**config.mk**
```make
export PLATFORM = sky130hd
export DESIGN_NAME = instr_fetch_flat
export DESIGN_NICKNAME = d
export VERILOG_FILES = /design/src/rtl/instr_fetch_pkg.sv /design/src/rtl/instr_fetch_if.sv /design/src/rtl/sat_counter.sv /design/src/rtl/instr_fetch.sv /design/src/flat_wrapper.sv
export SDC_FILE = /design/constraint.sdc
export NUM_CORES = 1
export LEC_CHECK = 0
export ABC_CLOCK_PERIOD_IN_PS = 3380
export CORE_UTILIZATION = 40
export DETAILED_ROUTE_END_ITERATION = 8
export PLACE_DENSITY = 0.77
export SYNTH_ARGS = -nofsm -noshare
export SYNTH_HDL_FRONTEND = slang
export SYNTH_SLANG_ARGS = --single-unit
```
**constraint.sdc**
```tcl
create_clock -name clk -period 3.38 [get_ports clk]
set_input_delay 0.676 -clock clk [delete_from_list [all_inputs] [get_ports clk]]
set_output_delay 0.676 -clock clk [all_outputs]
set_load 0.02 [all_outputs]
```
**src/rtl/instr_fetch_pkg.sv**
```systemverilog
// Shared types and constants for the instruction fetch block.
// Latency: n/a (declarations only).
// Backpressure: n/a (declarations only).
package instr_fetch_pkg;

    // Fetch sequencer states, 3-bit encoding.
    typedef enum logic [2:0] {
        IDLE = 3'd0,
        REQ  = 3'd1,
        DATA = 3'd2,
        HOLD = 3'd3,
        ADV  = 3'd4
    } fetch_state_t;

    // Width of the optional stall cycle counter.
    localparam int STALL_CNT_W = 16;

endpackage

```
**src/rtl/instr_fetch_if.sv**
```systemverilog
// Groups the program-memory read port and the downstream instruction handshake.
// Latency: n/a (wires only).
// Backpressure: instr_ready from the consumer; the memory side has none.
//
// Signals:
//   mem_en / mem_addr      read strobe and address toward program memory
//   mem_rdata              read data, valid one cycle after mem_en
//   instr_out / instr_pc   fetched instruction and the address it came from
//   instr_valid            instr_out / instr_pc are valid
//   instr_ready            consumer accepts
// Modports: master = fetch unit, slave = memory plus consumer.
interface instr_fetch_if #(
    parameter int ADDR_W = 8,
    parameter int DATA_W = 16
);
    logic              mem_en;
    logic [ADDR_W-1:0] mem_addr;
    logic [DATA_W-1:0] mem_rdata;
    logic [DATA_W-1:0] instr_out;
    logic [ADDR_W-1:0] instr_pc;
    logic              instr_valid;
    logic              instr_ready;

    modport master (
        output mem_en, mem_addr, instr_out, instr_pc, instr_valid,
        input  mem_rdata, instr_ready
    );

    modport slave (
        input  mem_en, mem_addr, instr_out, instr_pc, instr_valid,
        output mem_rdata, instr_ready
    );
endinterface

```
**src/rtl/sat_counter.sv**
```systemverilog
// Saturating up-counter: counts cycles with inc high and sticks at all-ones.
// Latency: count reflects an inc one cycle later.
// Backpressure: none; inc is sampled every cycle.
//
// Ports: clk, reset (async, active-high), inc (count enable), count (current value).
module sat_counter #(
    parameter int WIDTH = 16
) (
    input  logic             clk,
    input  logic             reset,
    input  logic             inc,
    output logic [WIDTH-1:0] count
);

    always_ff @(posedge clk or posedge reset) begin
        if (reset) begin
            count <= '0;
        end else if (inc && !(&count)) begin
            count <= count + 1'b1;
        end
    end

endmodule

```
**src/rtl/instr_fetch.sv**
```systemverilog
// Fetches one instruction per PC value from synchronous program memory and hands it downstream.
// Latency: REQ to instr_valid is 2 cycles; best case one instruction every 4 cycles.
// Backpressure: holds instr_valid/instr_out stable until instr_ready; no PC increment until accepted.
//
// Ports:
//   clk, reset        clock; asynchronous active-high reset
//   run               fetch enable (level), sampled in IDLE and ADV only
//   pc_in             current PC value
//   pc_incr           one-cycle increment request to the PC, issued after each accept
//   pc_wrap           one-cycle flag alongside pc_incr when pc_in is all-ones
//   bus               memory read port + instruction handshake (instr_fetch_if.master)
//   stall_cnt         saturating count of valid-but-not-ready cycles,
//                     present only with INSTR_FETCH_STALL_CNT_EN defined
module instr_fetch
    import instr_fetch_pkg::*;
#(
    parameter int ADDR_W = 8,
    parameter int DATA_W = 16
) (
    input  logic              clk,
    input  logic              reset,
    input  logic              run,
    input  logic [ADDR_W-1:0] pc_in,
    output logic              pc_incr,
    output logic              pc_wrap,
    instr_fetch_if.master     bus
`ifdef INSTR_FETCH_STALL_CNT_EN
    ,
    output logic [STALL_CNT_W-1:0] stall_cnt
`endif
);

    fetch_state_t      state_q;
    fetch_state_t      state_d;
    logic [ADDR_W-1:0] req_addr_q;
    logic [DATA_W-1:0] instr_out_q;
    logic [ADDR_W-1:0] instr_pc_q;
    logic              mem_en;
    logic [ADDR_W-1:0] mem_addr;
    logic              instr_valid;

    always_ff @(posedge clk or posedge reset) begin
        if (reset) begin
            state_q <= IDLE;
        end else begin
            state_q <= state_d;
        end
    end

    // Next state and outputs. HOLD is the only state presenting valid, so
    // instr_valid cannot drop without a handshake. ADV lasts exactly one
    // cycle and is always separated from the next ADV by REQ/DATA/HOLD,
    // which keeps pc_incr low at least 3 cycles between pulses.
    always_comb begin
        state_d     = state_q;
        mem_en      = 1'b0;
        mem_addr    = '0;
        instr_valid = 1'b0;
        pc_incr     = 1'b0;
        pc_wrap     = 1'b0;
        case (state_q)
            IDLE: begin
                if (run) state_d = REQ;
            end
            REQ: begin
                mem_en   = 1'b1;
                mem_addr = pc_in;
                state_d  = DATA;
            end
            DATA: begin
                state_d = HOLD;
            end
            HOLD: begin
                instr_valid = 1'b1;
                if (bus.instr_ready) state_d = ADV;
            end
            ADV: begin
                pc_incr = 1'b1;
                pc_wrap = &pc_in;
                state_d = run ? REQ : IDLE;
            end
            default: begin
                state_d = IDLE;
            end
        endcase
    end

    // The request address is remembered so instr_pc names exactly the
    // address that was read, independent of what pc_in does afterwards.
    always_ff @(posedge clk or posedge reset) begin
        if (reset) begin
            req_addr_q  <= '0;
            instr_out_q <= '0;
            instr_pc_q  <= '0;
        end else begin
            if (state_q == REQ) begin
                req_addr_q <= pc_in;
            end
            // mem_rdata is only meaningful in DATA; ignored everywhere else.
            if (state_q == DATA) begin
                instr_out_q <= bus.mem_rdata;
                instr_pc_q  <= req_addr_q;
            end
        end
    end

    assign bus.mem_en      = mem_en;
    assign bus.mem_addr    = mem_addr;
    assign bus.instr_valid = instr_valid;
    assign bus.instr_out   = instr_out_q;
    assign bus.instr_pc    = instr_pc_q;

`ifdef INSTR_FETCH_STALL_CNT_EN
    logic stall_inc;
    assign stall_inc = instr_valid & ~bus.instr_ready;

    sat_counter #(
        .WIDTH (STALL_CNT_W)
    ) u_stall_cnt (
        .clk   (clk),
        .reset (reset),
        .inc   (stall_inc),
        .count (stall_cnt)
    );
`endif

endmodule

```
**src/flat_wrapper.sv**
```systemverilog
// flat-port wrapper written by rule: the top's interface ports become plain ports
module instr_fetch_flat import instr_fetch_pkg::*;
#(
    parameter int ADDR_W = 8,
    parameter int DATA_W = 16
)
  (clk, reset, run, pc_in, pc_incr, pc_wrap, bus_mem_en, bus_mem_addr, bus_instr_out, bus_instr_pc, bus_instr_valid, bus_mem_rdata, bus_instr_ready);
  instr_fetch_if #(.ADDR_W(ADDR_W), .DATA_W(DATA_W)) bus_i ();
  input  logic clk;
  input  logic reset;
  input  logic run;
  input  logic [ADDR_W-1:0] pc_in;
  output logic pc_incr;
  output logic pc_wrap;
  output wire logic [$bits(bus_i.mem_en)-1:0] bus_mem_en;
  output wire logic [$bits(bus_i.mem_addr)-1:0] bus_mem_addr;
  output wire logic [$bits(bus_i.instr_out)-1:0] bus_instr_out;
  output wire logic [$bits(bus_i.instr_pc)-1:0] bus_instr_pc;
  output wire logic [$bits(bus_i.instr_valid)-1:0] bus_instr_valid;
  input wire logic [$bits(bus_i.mem_rdata)-1:0] bus_mem_rdata;
  input wire logic [$bits(bus_i.instr_ready)-1:0] bus_instr_ready;
  assign bus_mem_en = bus_i.mem_en;
  assign bus_mem_addr = bus_i.mem_addr;
  assign bus_instr_out = bus_i.instr_out;
  assign bus_instr_pc = bus_i.instr_pc;
  assign bus_instr_valid = bus_i.instr_valid;
  assign bus_i.mem_rdata = bus_mem_rdata;
  assign bus_i.instr_ready = bus_instr_ready;
  instr_fetch #(.ADDR_W(ADDR_W), .DATA_W(DATA_W)) u_core (.clk(clk), .reset(reset), .run(run), .pc_in(pc_in), .pc_incr(pc_incr), .pc_wrap(pc_wrap), .bus(bus_i));
endmodule
```
==> flow_summary.yaml <==
clock_network:
  cts_hold_buf: 0
  clk_latency_ns: 0.34
  cts_sinks: 35
  cts_tree: "yes"
  clk_path_buf_depth: 2
  htreeDepth: 2
  cts_buffers: 5
  cts_root_buf: "clkbuf_4"
  clk_pin_slew_ns: 0.10
  post_cts.repair.setup_buffers: 0
  cts_resized: 0
synthesis:
  synth_top_area_share_pct: 61.4
  synth_seq_area_share_pct: 61.4
  synthTopCellsByArea: "dfrtp_1 61%, mux2_2 25%, and2_1 3.5%"
  synth_fp_nets: 125
  synth_cell_types: 15
  synth_edf_count: 0
  synth_top_area_cell: "dfrtp_1"
  netlist_instances: 97
  syn_area_sq_mm: 0.00143
  ys_warn_count: 0
  async_flop_share_pct: 100
  ys_ff_latch: 35
  yosys-top-cells-count: "35 x dfrtp_1, 32 x mux2_2, 8 x and2_1"
  synth_ff_type: "dfrtp_1"
  syn_avg_cell_area_sq_um: 14.7
  yosysMostFrequentCell: "dfrtp_1"
worst_hold_path:
  holdPathEnd: "u_core.bus.instr_pc[5]$_DFFE_PP0P_"
  hold_path.startpoint: "u_core.req_addr_q[5]$_DFFE_PP0N_"
  hold_class: "reg -> reg"
  hold_path_depth: 1
critical_path:
  r2r_slack_ns: 1.74
  worstSetupStartpointType: "flip-flop"
  crit_family: "simple AND/OR/NAND/NOR gates"
  path_buf_inv: 2
  critPathMaxFanout: 17
  path_class: "reg -> out"
  rr_worst_depth: 3
  cp_cell_sequence: "inv_1 -> nor3_4 -> and2_1 -> clkdlybuf4s50_1"
  critPathArrivalTime_ns: 2.28
  worst_path_largest_cell_delay_ns: 0.60
  r2r_end: "u_core.req_addr_q[7]$_DFFE_PP0N_"
  critPathCaptureType: "output port"
  r2r_start: "u_core.state_q[0]$_DFFE_PP0P_"
  cpMaxStageDelayCell: "clkdlybuf4s50_1"
  cp.required_ns: 2.70
sta:
  worst_pin_slew_ns: 0.621
  fmax_mhz: 339
  min_period_over_period_pct: 87.4
  finalSetupTns_ns: 0
  rsz0062_at_grt: "false"
  fin_crit_ns: 2.95
  setup_viol: 0
  slew_headroom_pct: 58.4
  skew_ns: 0.00880
  hold_ws_ns: 0.505
  setup_slack_ns: 0.426
  maxSlewViolCount: 0
  hold_viol: 0
power:
  vdd_ir_drop_max_uv: 563
  leakagePower_nw: 0.903
  pwr_density_cell_mw_per_mm2: 994
floorplan:
  num_rows: 21
  die_y_um: 61.7
  die_x_um: 61.7
  num_io_pins: 64
  design.core.area_sq_mm: 0.00336
  floorplan.initialDensity_pct: 42.4
  dieArea_sq_mm: 0.00381
run_status:
  status: "complete, no violations"
placement:
  place_area_sq_mm: 0.00210
  dp_hpwl_um: 2160
  pre_cts_ws_ns: 0.537
  gp_congestion: 0.677
  port_buffers: 63
global_routing:
  grt_first_pass_wirelength_um: 4310
  grt_overflow_total: 0
  antenna_found_initial: 0
  grt_max_degree: 36
  track_usage_pct: 16.7
  grt_pass1_vias: 965
detailed_routing:
  drt_wl_total_um: 2840
  viasPerCell: 4.71
  vias: 1003
  drcViolationCount: 0
  wl_per_cell_um: 13.4
  firstDrtPassIters: 4
  drt-initial-drc-count: 13
  ant_nets: 0
run:
  cap_violations: 0
cells_and_area:
  drive_gt1_share_pct: 26.3
  area.growth.synth_to_final_pct: 52.0
  nets: 194
  design_area_sq_mm: 0.00217
  fillers: 282
  n_antenna_cell: 0
cell type report:
class	instances	area, sq um	share of cell area (%)
Sequential cell	35	876	40.4
Clock buffer	8	68.8	3.17
Multi-Input combinational cell	55	505	23.3
Inverter	4	15.0	0.692
Timing Repair Buffer	65	646	29.8
Tap cell	46	57.6	2.65
registers in the layout (all words and copies together), names as in the netlist:
name                  flops
u_core.req_addr_q         8
u_core.state_q            3
u_core.bus.instr_out     16
u_core.bus.instr_pc       8
per-layer routing:
layer	vias to the layer above	wire length (um)	track usage, %
li1	470	-	-
met2	34	1430	25.7
met5	-	0	0
met3	6	214	7.66
met4	0	61	8.57
met1	493	1140	19.7
cells by family after synthesis:
| group | share of synthesized area (%) |
|---|---|
| AND/OR/NAND/NOR | 9.21 |
| multiplexers | 25.3 |
| AO/OA/AOI/OAI | 0.965 |
| buffers and inverters | 3.16 |
| flip-flops | 61.4 |
per-stage QoR:
step	util (%)	instances	total power [mW]
2_1_floorplan	-	97	1.46
6_report	64.5	213	2.16
5_1_grt	64.5	213	2.30
3_5_place_dp	62.4	205	1.93
4_1_cts	64.5	213	2.19
3_3_place_gp	62.4	205	1.89
worst max-delay path by stage:
stage | to | startpoint | cells past startpoint | slack [ns]
2_1_floorplan | pc_wrap | pc_in[7] | 2 | 1.45
3_3_place_gp | pc_wrap | pc_in[5] | 4 | 0.56
3_5_place_dp | pc_wrap | pc_in[6] | 4 | 0.54
4_1_cts | bus_mem_addr[0] | u_core.state_q[0]$_DFFE_PP0P_ | 4 | 0.40
5_1_grt | bus_mem_addr[5] | u_core.state_q[0]$_DFFE_PP0P_ | 4 | 0.28
6_report | bus_mem_addr[0] | u_core.state_q[0]$_DFFE_PP0P_ | 4 | 0.43
cells in the final DEF (no fill, tap or decap), drive strengths merged:
| master | synthesis | final |
|---|---|---|
| and2 | 8 | 8 |
| dfrtp | 35 | 35 |
| a21boi | 1 | 1 |
| nor2 | 5 | 5 |
| mux2 | 32 | 32 |
| nand4 | 2 | 2 |
| clkdlybuf4s50 | 0 | 63 |
| nand2 | 2 | 2 |
| o22ai | 1 | 1 |
| buf | 3 | 2 |
| nand2b | 1 | 1 |
| inv | 4 | 4 |
| nor3 | 3 | 3 |
| clkbuf | 0 | 8 |
power by group:
part | switching, mW | total, mW | internal [mW]
clock | 0.130 | 0.252 | 0.122
combinational | 0.509 | 1.14 | 0.635
sequential | 0.123 | 0.760 | 0.637
Note: power is estimated with default switching activity, not from simulation.
